==> src/rtl/run_controller_pkg.sv <==
// Shared types and width helpers for the run controller and its out-channel checker.
package run_controller_pkg;

  typedef enum logic [1:0] {
    IDLE = 2'd0,
    INIT = 2'd1,
    RUN  = 2'd2,
    DONE = 2'd3
  } runState_t;

  localparam int N_EXPECTED_DEF = 200;
  localparam int MAX_STEPS_DEF  = 256;
  localparam int ADDR_W_DEF     = $clog2(N_EXPECTED_DEF);
  localparam int IDX_W_DEF      = ADDR_W_DEF + 1;
  localparam int STEPS_W_DEF    = $clog2(MAX_STEPS_DEF + 1);

  // "No mismatch seen" marker at the default index width.
  localparam logic [IDX_W_DEF-1:0] NO_MISMATCH = {IDX_W_DEF{1'b1}};

  function automatic int idxWidth(input int nExpected);
    return $clog2(nExpected) + 1;
  endfunction

  function automatic int stepsWidth(input int maxSteps);
    return $clog2(maxSteps + 1);
  endfunction

endpackage

==> src/rtl/run_controller_out_checker.sv <==
// Counts out-channel writes, compares each against the expected table and
// latches the index of the first bad or surplus write.
module out_checker
  import run_controller_pkg::*;
#(
  parameter  int MemoryElementWidth = 12,
  parameter  int NExpected          = N_EXPECTED_DEF,
  localparam int IdxW               = idxWidth(NExpected)
) (
  input  logic                          clock,
  input  logic                          reset,
  input  logic                          clear,
  input  logic                          enable,
  input  logic                          outValid,
  input  logic [MemoryElementWidth-1:0] outData,
  input  logic [MemoryElementWidth-1:0] expRdData,
  input  logic [IdxW-1:0]               expCount,
  output logic [IdxW-1:0]               outCount,
  output logic [IdxW-1:0]               mismatchIndex,
  output logic                          cleanNext
);

  localparam logic [IdxW-1:0] NoMismatch = {IdxW{1'b1}};
  localparam logic [IdxW-1:0] CountOne   = {{(IdxW-1){1'b0}}, 1'b1};

  logic [IdxW-1:0] countNext_s;
  logic [IdxW-1:0] mismatchNext_s;
  logic            fault_s;

  // Next count/first-fault values; the controller samples cleanNext so a
  // write landing in the halt cycle still counts toward success.
  always_comb begin
    countNext_s    = outCount;
    mismatchNext_s = mismatchIndex;
    fault_s        = (outCount >= expCount) || (outData != expRdData);
    if (enable && outValid) begin
      if (fault_s && (mismatchIndex == NoMismatch)) begin
        mismatchNext_s = outCount;
      end else begin
        mismatchNext_s = mismatchIndex;
      end
      if (outCount != NoMismatch) begin
        countNext_s = outCount + CountOne;
      end else begin
        countNext_s = outCount;
      end
    end else begin
      countNext_s    = outCount;
      mismatchNext_s = mismatchIndex;
    end
    cleanNext = (mismatchNext_s == NoMismatch) && (countNext_s == expCount);
  end

  // Counter and first-fault registers, cleared for each new run.
  always_ff @(posedge clock) begin
    if (!reset || clear) begin
      outCount      <= {IdxW{1'b0}};
      mismatchIndex <= NoMismatch;
    end else begin
      outCount      <= countNext_s;
      mismatchIndex <= mismatchNext_s;
    end
  end

endmodule

==> src/rtl/run_controller.sv <==
// Starts the core, gates its per-step advance under a step budget and grades its output.
// Optional single-step/breakpoint control: define RUN_CONTROLLER_SINGLE_STEP_EN.
module run_controller
  import run_controller_pkg::*;
#(
  parameter  int MemoryElementWidth = 12,
  parameter  int IpWidth            = 12,
  parameter  int MaxSteps           = MAX_STEPS_DEF,
  parameter  int NExpected          = N_EXPECTED_DEF,
  localparam int AddrW              = $clog2(NExpected),
  localparam int IdxW               = idxWidth(NExpected),
  localparam int StepsW             = stepsWidth(MaxSteps)
) (
  input  logic                          clock,
  input  logic                          reset,
  input  logic                          start,
  output logic                          step_en,
  input  logic [IpWidth-1:0]            core_ip,
  input  logic                          core_halt,
  input  logic                          out_valid,
  input  logic [MemoryElementWidth-1:0] out_data,
  output logic [AddrW-1:0]              exp_rd_addr,
  input  logic [MemoryElementWidth-1:0] exp_rd_data,
  input  logic [IdxW-1:0]               exp_count,
`ifdef RUN_CONTROLLER_SINGLE_STEP_EN
  input  logic                          step_req,
  input  logic [IpWidth-1:0]            break_ip,
  output logic                          at_ip,
`endif
  output logic                          core_init,
  output logic                          busy,
  output logic                          finished,
  output logic                          success,
  output logic                          timeout,
  output logic [StepsW-1:0]             steps,
  output logic [IdxW-1:0]               mismatch_index
);

  localparam logic [StepsW-1:0] StepBudget = StepsW'(MaxSteps);
  localparam logic [StepsW-1:0] StepOne    = {{(StepsW-1){1'b0}}, 1'b1};

  runState_t        state_r;
  logic             startPrev_r;
  logic             startRise_s;
  logic             budgetOk_s;
  logic             reqOk_s;
  logic             cleanNext_s;
  logic [IdxW-1:0]  outCount_s;

  assign startRise_s = start && !startPrev_r;
  assign budgetOk_s  = (steps != StepBudget);
  assign exp_rd_addr = outCount_s[AddrW-1:0];

`ifdef RUN_CONTROLLER_SINGLE_STEP_EN
  logic stepReqPrev_r;
  logic atIpPrev_r;
  logic parked_r;
  logic stepReqRise_s;
  logic hold_s;

  assign at_ip = (core_ip == break_ip);

  // Arriving at the breakpoint parks the core; only a fresh request moves it on.
  always_comb begin
    stepReqRise_s = step_req && !stepReqPrev_r;
    hold_s        = parked_r || (at_ip && !atIpPrev_r);
    if (hold_s) begin
      reqOk_s = stepReqRise_s;
    end else begin
      reqOk_s = step_req;
    end
  end

  // Request/breakpoint history, only meaningful while running.
  always_ff @(posedge clock) begin
    if (!reset) begin
      stepReqPrev_r <= 1'b0;
      atIpPrev_r    <= 1'b0;
      parked_r      <= 1'b0;
    end else if (state_r != RUN) begin
      stepReqPrev_r <= step_req;
      atIpPrev_r    <= 1'b0;
      parked_r      <= 1'b0;
    end else begin
      stepReqPrev_r <= step_req;
      atIpPrev_r    <= at_ip;
      parked_r      <= hold_s && !stepReqRise_s;
    end
  end
`else
  logic unusedIp_s;
  assign unusedIp_s = ^core_ip;
  assign reqOk_s    = 1'b1;
`endif

  // Step grant reacts to halt and budget in the same cycle.
  always_comb begin
    if (state_r == RUN) begin
      step_en = !core_halt && budgetOk_s && reqOk_s;
    end else begin
      step_en = 1'b0;
    end
  end

  // Run sequencing with registered status outputs.
  always_ff @(posedge clock) begin
    if (!reset) begin
      state_r     <= IDLE;
      startPrev_r <= 1'b0;
      core_init   <= 1'b0;
      busy        <= 1'b0;
      finished    <= 1'b0;
      success     <= 1'b0;
      timeout     <= 1'b0;
      steps       <= {StepsW{1'b0}};
    end else begin
      startPrev_r <= start;
      core_init   <= 1'b0;
      case (state_r)
        IDLE, DONE: begin
          if (startRise_s) begin
            state_r   <= INIT;
            core_init <= 1'b1;
            busy      <= 1'b1;
            finished  <= 1'b0;
            success   <= 1'b0;
            timeout   <= 1'b0;
            steps     <= {StepsW{1'b0}};
          end
        end
        INIT: begin
          state_r <= RUN;
          steps   <= {StepsW{1'b0}};
          timeout <= 1'b0;
        end
        RUN: begin
          if (step_en) begin
            steps <= steps + StepOne;
          end
          if (core_halt) begin
            state_r  <= DONE;
            busy     <= 1'b0;
            finished <= 1'b1;
            success  <= cleanNext_s;
          end else if (!budgetOk_s) begin
            state_r  <= DONE;
            busy     <= 1'b0;
            finished <= 1'b1;
            timeout  <= 1'b1;
            success  <= 1'b0;
          end
        end
        default: begin
          state_r <= IDLE;
          busy    <= 1'b0;
        end
      endcase
    end
  end

  out_checker #(
    .MemoryElementWidth (MemoryElementWidth),
    .NExpected          (NExpected)
  ) u_outChecker (
    .clock         (clock),
    .reset         (reset),
    .clear         (state_r == INIT),
    .enable        (state_r == RUN),
    .outValid      (out_valid),
    .outData       (out_data),
    .expRdData     (exp_rd_data),
    .expCount      (exp_count),
    .outCount      (outCount_s),
    .mismatchIndex (mismatch_index),
    .cleanNext     (cleanNext_s)
  );

endmodule

==> config.mk <==
export PLATFORM = sky130hd
export DESIGN_NAME = run_controller
export DESIGN_NICKNAME = d
export VERILOG_FILES = /design/src/rtl/run_controller_pkg.sv /design/src/rtl/run_controller_out_checker.sv /design/src/rtl/run_controller.sv
export SDC_FILE = /design/constraint.sdc
export NUM_CORES = 1
export LEC_CHECK = 0
export ABC_AREA = 1
export BUFFER_PORTS_ARGS = -buffer_cell sky130_fd_sc_hd__buf_2
export CAP_MARGIN = 20
export CORE_ASPECT_RATIO = 0.9
export CORE_UTILIZATION = 51
export CTS_BUF_LIST = sky130_fd_sc_hd__clkbuf_16
export CTS_CLUSTER_DIAMETER = 60
export DETAILED_ROUTE_END_ITERATION = 8
export GPL_TIMING_DRIVEN = 0
export PLACE_DENSITY = 0.81
export SYNTH_ARGS = -nofsm -noshare
export SYNTH_HDL_FRONTEND = slang
export SYNTH_SLANG_ARGS = --single-unit
==> constraint.sdc <==
create_clock -name clock -period 2.25 [get_ports clock]
set_input_delay 0.225 -clock clock [delete_from_list [all_inputs] [get_ports clock]]
set_output_delay 0.225 -clock clock [all_outputs]
set_load 0.005 [all_outputs]
==> flow_results.xml <==
<?xml version="1.0" encoding="UTF-8"?>
<metrics>
  <group name="final_layout">
    <metric name="area_delta_synth_final" unit="%">29.6</metric>
    <metric name="filler_cell_count" unit="">424</metric>
    <metric name="diodes" unit="">0</metric>
    <metric name="layout.cells.most_common" unit="">sky130_fd_sc_hd__nand2_1</metric>
    <metric name="finalInstanceArea" unit="sq mm">0.00314</metric>
    <metric name="layout.cells.most_common_list" unit="">sky130_fd_sc_hd__nand2_1, sky130_fd_sc_hd__buf_2, sky130_fd_sc_hd__inv_1, sky130_fd_sc_hd__nor2_1, sky130_fd_sc_hd__dfxtp_1</metric>
    <metric name="share_of_cells_above_drive_strength_1" unit="%">27.6</metric>
    <metric name="nNetsFinal" unit="">528</metric>
  </group>
  <group name="worst_setup_path">
    <metric name="timing.critical_path.max_delay_family" unit="">simple AND/OR/NAND/NOR gates</metric>
    <metric name="crit_path_start" unit="">u_outChecker.outCount[0]</metric>
    <metric name="cp_data_required_time" unit="ps">2460</metric>
    <metric name="crit_path_top_delay_cell" unit="">sky130_fd_sc_hd__dfxtp_4</metric>
    <metric name="type_of_origin_of_the_critical_path" unit="">flip-flop</metric>
    <metric name="critical_path.reg2reg.startpoint" unit="">u_outChecker.outCount[0]</metric>
    <metric name="timing.critical_path.buf_inv" unit="">2</metric>
    <metric name="critical-path-top-cell-by-count" unit="">sky130_fd_sc_hd__nand2_1</metric>
    <metric name="max_stage_delay" unit="ps">360</metric>
    <metric name="cell_by_cell_trace_of_the_critical_path" unit="">inv_2 &gt; ha_1 &gt; inv_1 &gt; nand2_1 &gt; nand2_1 &gt; nand2_1 &gt; nand2_1 &gt; nand2_2 &gt; nand2_2 &gt; nand3_4 &gt; nand3_2 &gt; nand2_2 &gt; nor2_2 &gt; nand2_1 &gt; nor2_1 &gt; nand2_1 &gt; a21oi_2</metric>
    <metric name="timing.critical_path.arrival" unit="ps">2370</metric>
    <metric name="critPathMaxFanout" unit="">5</metric>
    <metric name="critical_path_class" unit="">flip-flop to flip-flop</metric>
    <metric name="worstSetupEndpointType" unit="">flip-flop</metric>
  </group>
  <group name="yosys">
    <metric name="syn-cell-area" unit="sq mm">0.00242</metric>
    <metric name="synthDominantCellAreaShare" unit="%">28.9</metric>
    <metric name="synth_top_flop_cell" unit="">sky130_fd_sc_hd__dfxtp_1</metric>
    <metric name="number_of_enable_flip_flop_cells_after_synthesis" unit="">0</metric>
    <metric name="yosysWarnings" unit="">0</metric>
    <metric name="synth_top_area_cell" unit="">sky130_fd_sc_hd__dfxtp_1</metric>
    <metric name="syn-instance-count" unit="">380</metric>
    <metric name="yosys-top-cells-area" unit="">sky130_fd_sc_hd__dfxtp_1, sky130_fd_sc_hd__nand2_1, sky130_fd_sc_hd__inv_1, sky130_fd_sc_hd__ha_1, sky130_fd_sc_hd__nand3_1</metric>
    <metric name="avgSynthCellArea" unit="sq um">6.37</metric>
    <metric name="yosysUniqueCellTypes" unit="">31</metric>
    <metric name="synth_seq_cells" unit="">35</metric>
    <metric name="mappedNetlistNets" unit="">445</metric>
    <metric name="asyncSetResetFlopFracSynth" unit="%">0</metric>
    <metric name="proportion_of_synthesized_chip_area_in_sequential_cells" unit="%">28.9</metric>
  </group>
  <group name="power_and_ir_drop">
    <metric name="total_leakage_power" unit="nW">1.68</metric>
    <metric name="report.power.total" unit="W">0.00249</metric>
    <metric name="power.density" unit="mW/mm^2">792</metric>
    <metric name="irDropWorstVdd" unit="mV">0.498</metric>
  </group>
  <group name="sta">
    <metric name="layout_worst_path_cycle_share" unit="%">96.0</metric>
    <metric name="timing.slew.headroom" unit="%">65.6</metric>
    <metric name="fin_skew" unit="ps">2.86</metric>
    <metric name="fin_hold_ws" unit="ps">166</metric>
    <metric name="setup_violations" unit="">0</metric>
    <metric name="timing_max_transition_violations_final" unit="">0</metric>
    <metric name="final_critical_period" unit="ps">2160</metric>
    <metric name="tightest_slew" unit="ps">514</metric>
    <metric name="fin_setup_tns" unit="ps">0</metric>
    <metric name="timing.fmax" unit="MHz">463</metric>
    <metric name="timing.final.hold_violations" unit="">0</metric>
  </group>
  <group name="clock_tree">
    <metric name="tritoncts" unit="">built</metric>
    <metric name="count_of_hold_fix_buffers_inserted_at_cts" unit="">0</metric>
    <metric name="cts_buffers" unit="">5</metric>
    <metric name="clkTransAtPathRegs" unit="ps">50</metric>
    <metric name="h_tree_level_count" unit="">2</metric>
    <metric name="clock_latency" unit="ps">280</metric>
    <metric name="cts_max_path_buffers" unit="">2</metric>
    <metric name="clockRootBuffer" unit="">sky130_fd_sc_hd__clkbuf_16</metric>
    <metric name="cts_sinks" unit="">35</metric>
  </group>
  <group name="outcome">
    <metric name="status" unit="">finished, final reports clean</metric>
  </group>
  <group name="floorplan">
    <metric name="die_h" unit="microns">67.4</metric>
    <metric name="die_area" unit="sq mm">0.00503</metric>
    <metric name="starting_density_of_the_core" unit="%">53.6</metric>
    <metric name="num_io_pins" unit="">82</metric>
    <metric name="num_rows" unit="">23</metric>
    <metric name="placeableCoreArea" unit="sq mm">0.00452</metric>
    <metric name="die_width" unit="microns">74.6</metric>
  </group>
  <group name="route">
    <metric name="dr.pass1.iters" unit="">4</metric>
    <metric name="drt_initial_violations" unit="">141</metric>
    <metric name="route.vias.total" unit="">2581</metric>
    <metric name="drc" unit="">0</metric>
    <metric name="route.detailed.wl_per_inst" unit="microns">11.6</metric>
    <metric name="detail_route_antenna_nets" unit="">0</metric>
    <metric name="wl" unit="microns">6080</metric>
    <metric name="via_per_inst" unit="">4.92</metric>
  </group>
  <group name="place">
    <metric name="gp_congestion" unit="">0.829</metric>
    <metric name="port_buffers" unit="">69</metric>
    <metric name="placedInstanceArea" unit="sq mm">0.00285</metric>
    <metric name="dpl.hpwl" unit="microns">4290</metric>
  </group>
  <group name="worst_hold_path">
    <metric name="hold_class" unit="">primary input to flip-flop</metric>
    <metric name="min_from" unit="">start</metric>
  </group>
  <group name="grt">
    <metric name="overall_fraction_of_global_route_tracks_in_use" unit="%">23.0</metric>
    <metric name="first_global_vias" unit="">2155</metric>
    <metric name="first_pass_grt_wire_length" unit="microns">8870</metric>
    <metric name="grt_start_max_net_pins" unit="">11</metric>
    <metric name="initial_antenna_violation_count" unit="">0</metric>
    <metric name="global_route.overflow_total" unit="">0</metric>
  </group>
  <group name="job">
    <metric name="max_cap_viol_count" unit="">0</metric>
  </group>
</metrics>
## per-layer routing
metal,vias up,GRT usage [%],wire length [microns]
met2,74,38.4,2830
met4,0,6.13,96
met3,11,5.37,354
met1,1139,29.7,2800
met5,-,0,0
li1,1357,-,-
## through the flow
| step | util [%] | cells | setup WS [ps] |
|---|---|---|---|
| 6_report | 69.5 | 525 | 90.6 |
| 5_1_grt | 69.5 | 525 | -84.7 |
| 4_1_cts | 65.9 | 518 | 63.6 |
| 3_5_place_dp | 63.0 | 511 | 100 |
| 3_3_place_gp | 63.0 | 511 | 124 |
| 2_1_floorplan | - | 380 | 463 |
## state kept, by name (all words and copies together), names as in the netlist
| register | flops |
|---|---|
| core_init | 1 |
| u_outChecker.mismatchIndex | 9 |
| state_r | 2 |
| startPrev_r | 1 |
| timeout | 1 |
| u_outChecker.outCount | 9 |
| finished | 1 |
| busy | 1 |
| steps | 9 |
| success | 1 |
## timing repair
action | in CTS | in global routing
setup buffers | 0 | 6
resized for setup | 0 | 29
setup endpoints to repair | 0 | 1
## synth_stat cells, types with 2 or more instances
master,number
sky130_fd_sc_hd__nand2_1,119
sky130_fd_sc_hd__inv_1,63
sky130_fd_sc_hd__dfxtp_1,35
sky130_fd_sc_hd__nor2_1,35
sky130_fd_sc_hd__nand3_1,29
sky130_fd_sc_hd__a21oi_1,18
sky130_fd_sc_hd__ha_1,15
sky130_fd_sc_hd__buf_4,9
sky130_fd_sc_hd__nor3_1,7
sky130_fd_sc_hd__o21ai_0,7
sky130_fd_sc_hd__nand4_1,6
sky130_fd_sc_hd__xor2_1,5
sky130_fd_sc_hd__nand3_2,4
sky130_fd_sc_hd__xnor2_1,4
sky130_fd_sc_hd__nand3b_1,3
sky130_fd_sc_hd__o21ai_1,3
sky130_fd_sc_hd__nor2_2,2
sky130_fd_sc_hd__nor4_1,2
sky130_fd_sc_hd__o211ai_1,2
## layout make-up
class | count | area [sq um] | area share [%]
Multi-Input combinational cell | 271 | 1500 | 47.9
Sequential cell | 35 | 716 | 22.8
Timing Repair Buffer | 75 | 390 | 12.4
Inverter | 65 | 246 | 7.85
Clock buffer | 5 | 125 | 3.99
Tap cell | 62 | 77.6 | 2.47
Buffer | 10 | 71.3 | 2.27
Clock inverter | 2 | 8.76 | 0.279
## cells by family after synthesis
group | after synthesis | synth area share (%)
compound gates | 34 | 7.70
xor+xnor | 10 | 4.18
fa+ha+maj | 15 | 7.75
buf+inv | 75 | 13.1
flops | 35 | 28.9
simple gates | 211 | 38.3
## tightest hold or removal path: stages
cell and delay [ps]:
sky130_fd_sc_hd__buf_2 90, sky130_fd_sc_hd__nand2_1 60, sky130_fd_sc_hd__inv_1 50
## path summary, 6_finish.rpt
kind,end,slack (ps),cells after the start
worst max-delay path,success,90,17
worst min-delay path,startPrev_r,170,3
worst max register to register,success,90,17
worst min register to register,core_init,420,1
## where the power goes
group	internal, W	leakage [nW]	switching (W)
logic	0.000395	1.32	0.000648
clock network	0.000398	0.0671	0.000252
registers	0.000711	0.288	0.0000825
Note: power is estimated with default switching activity, not from simulation.
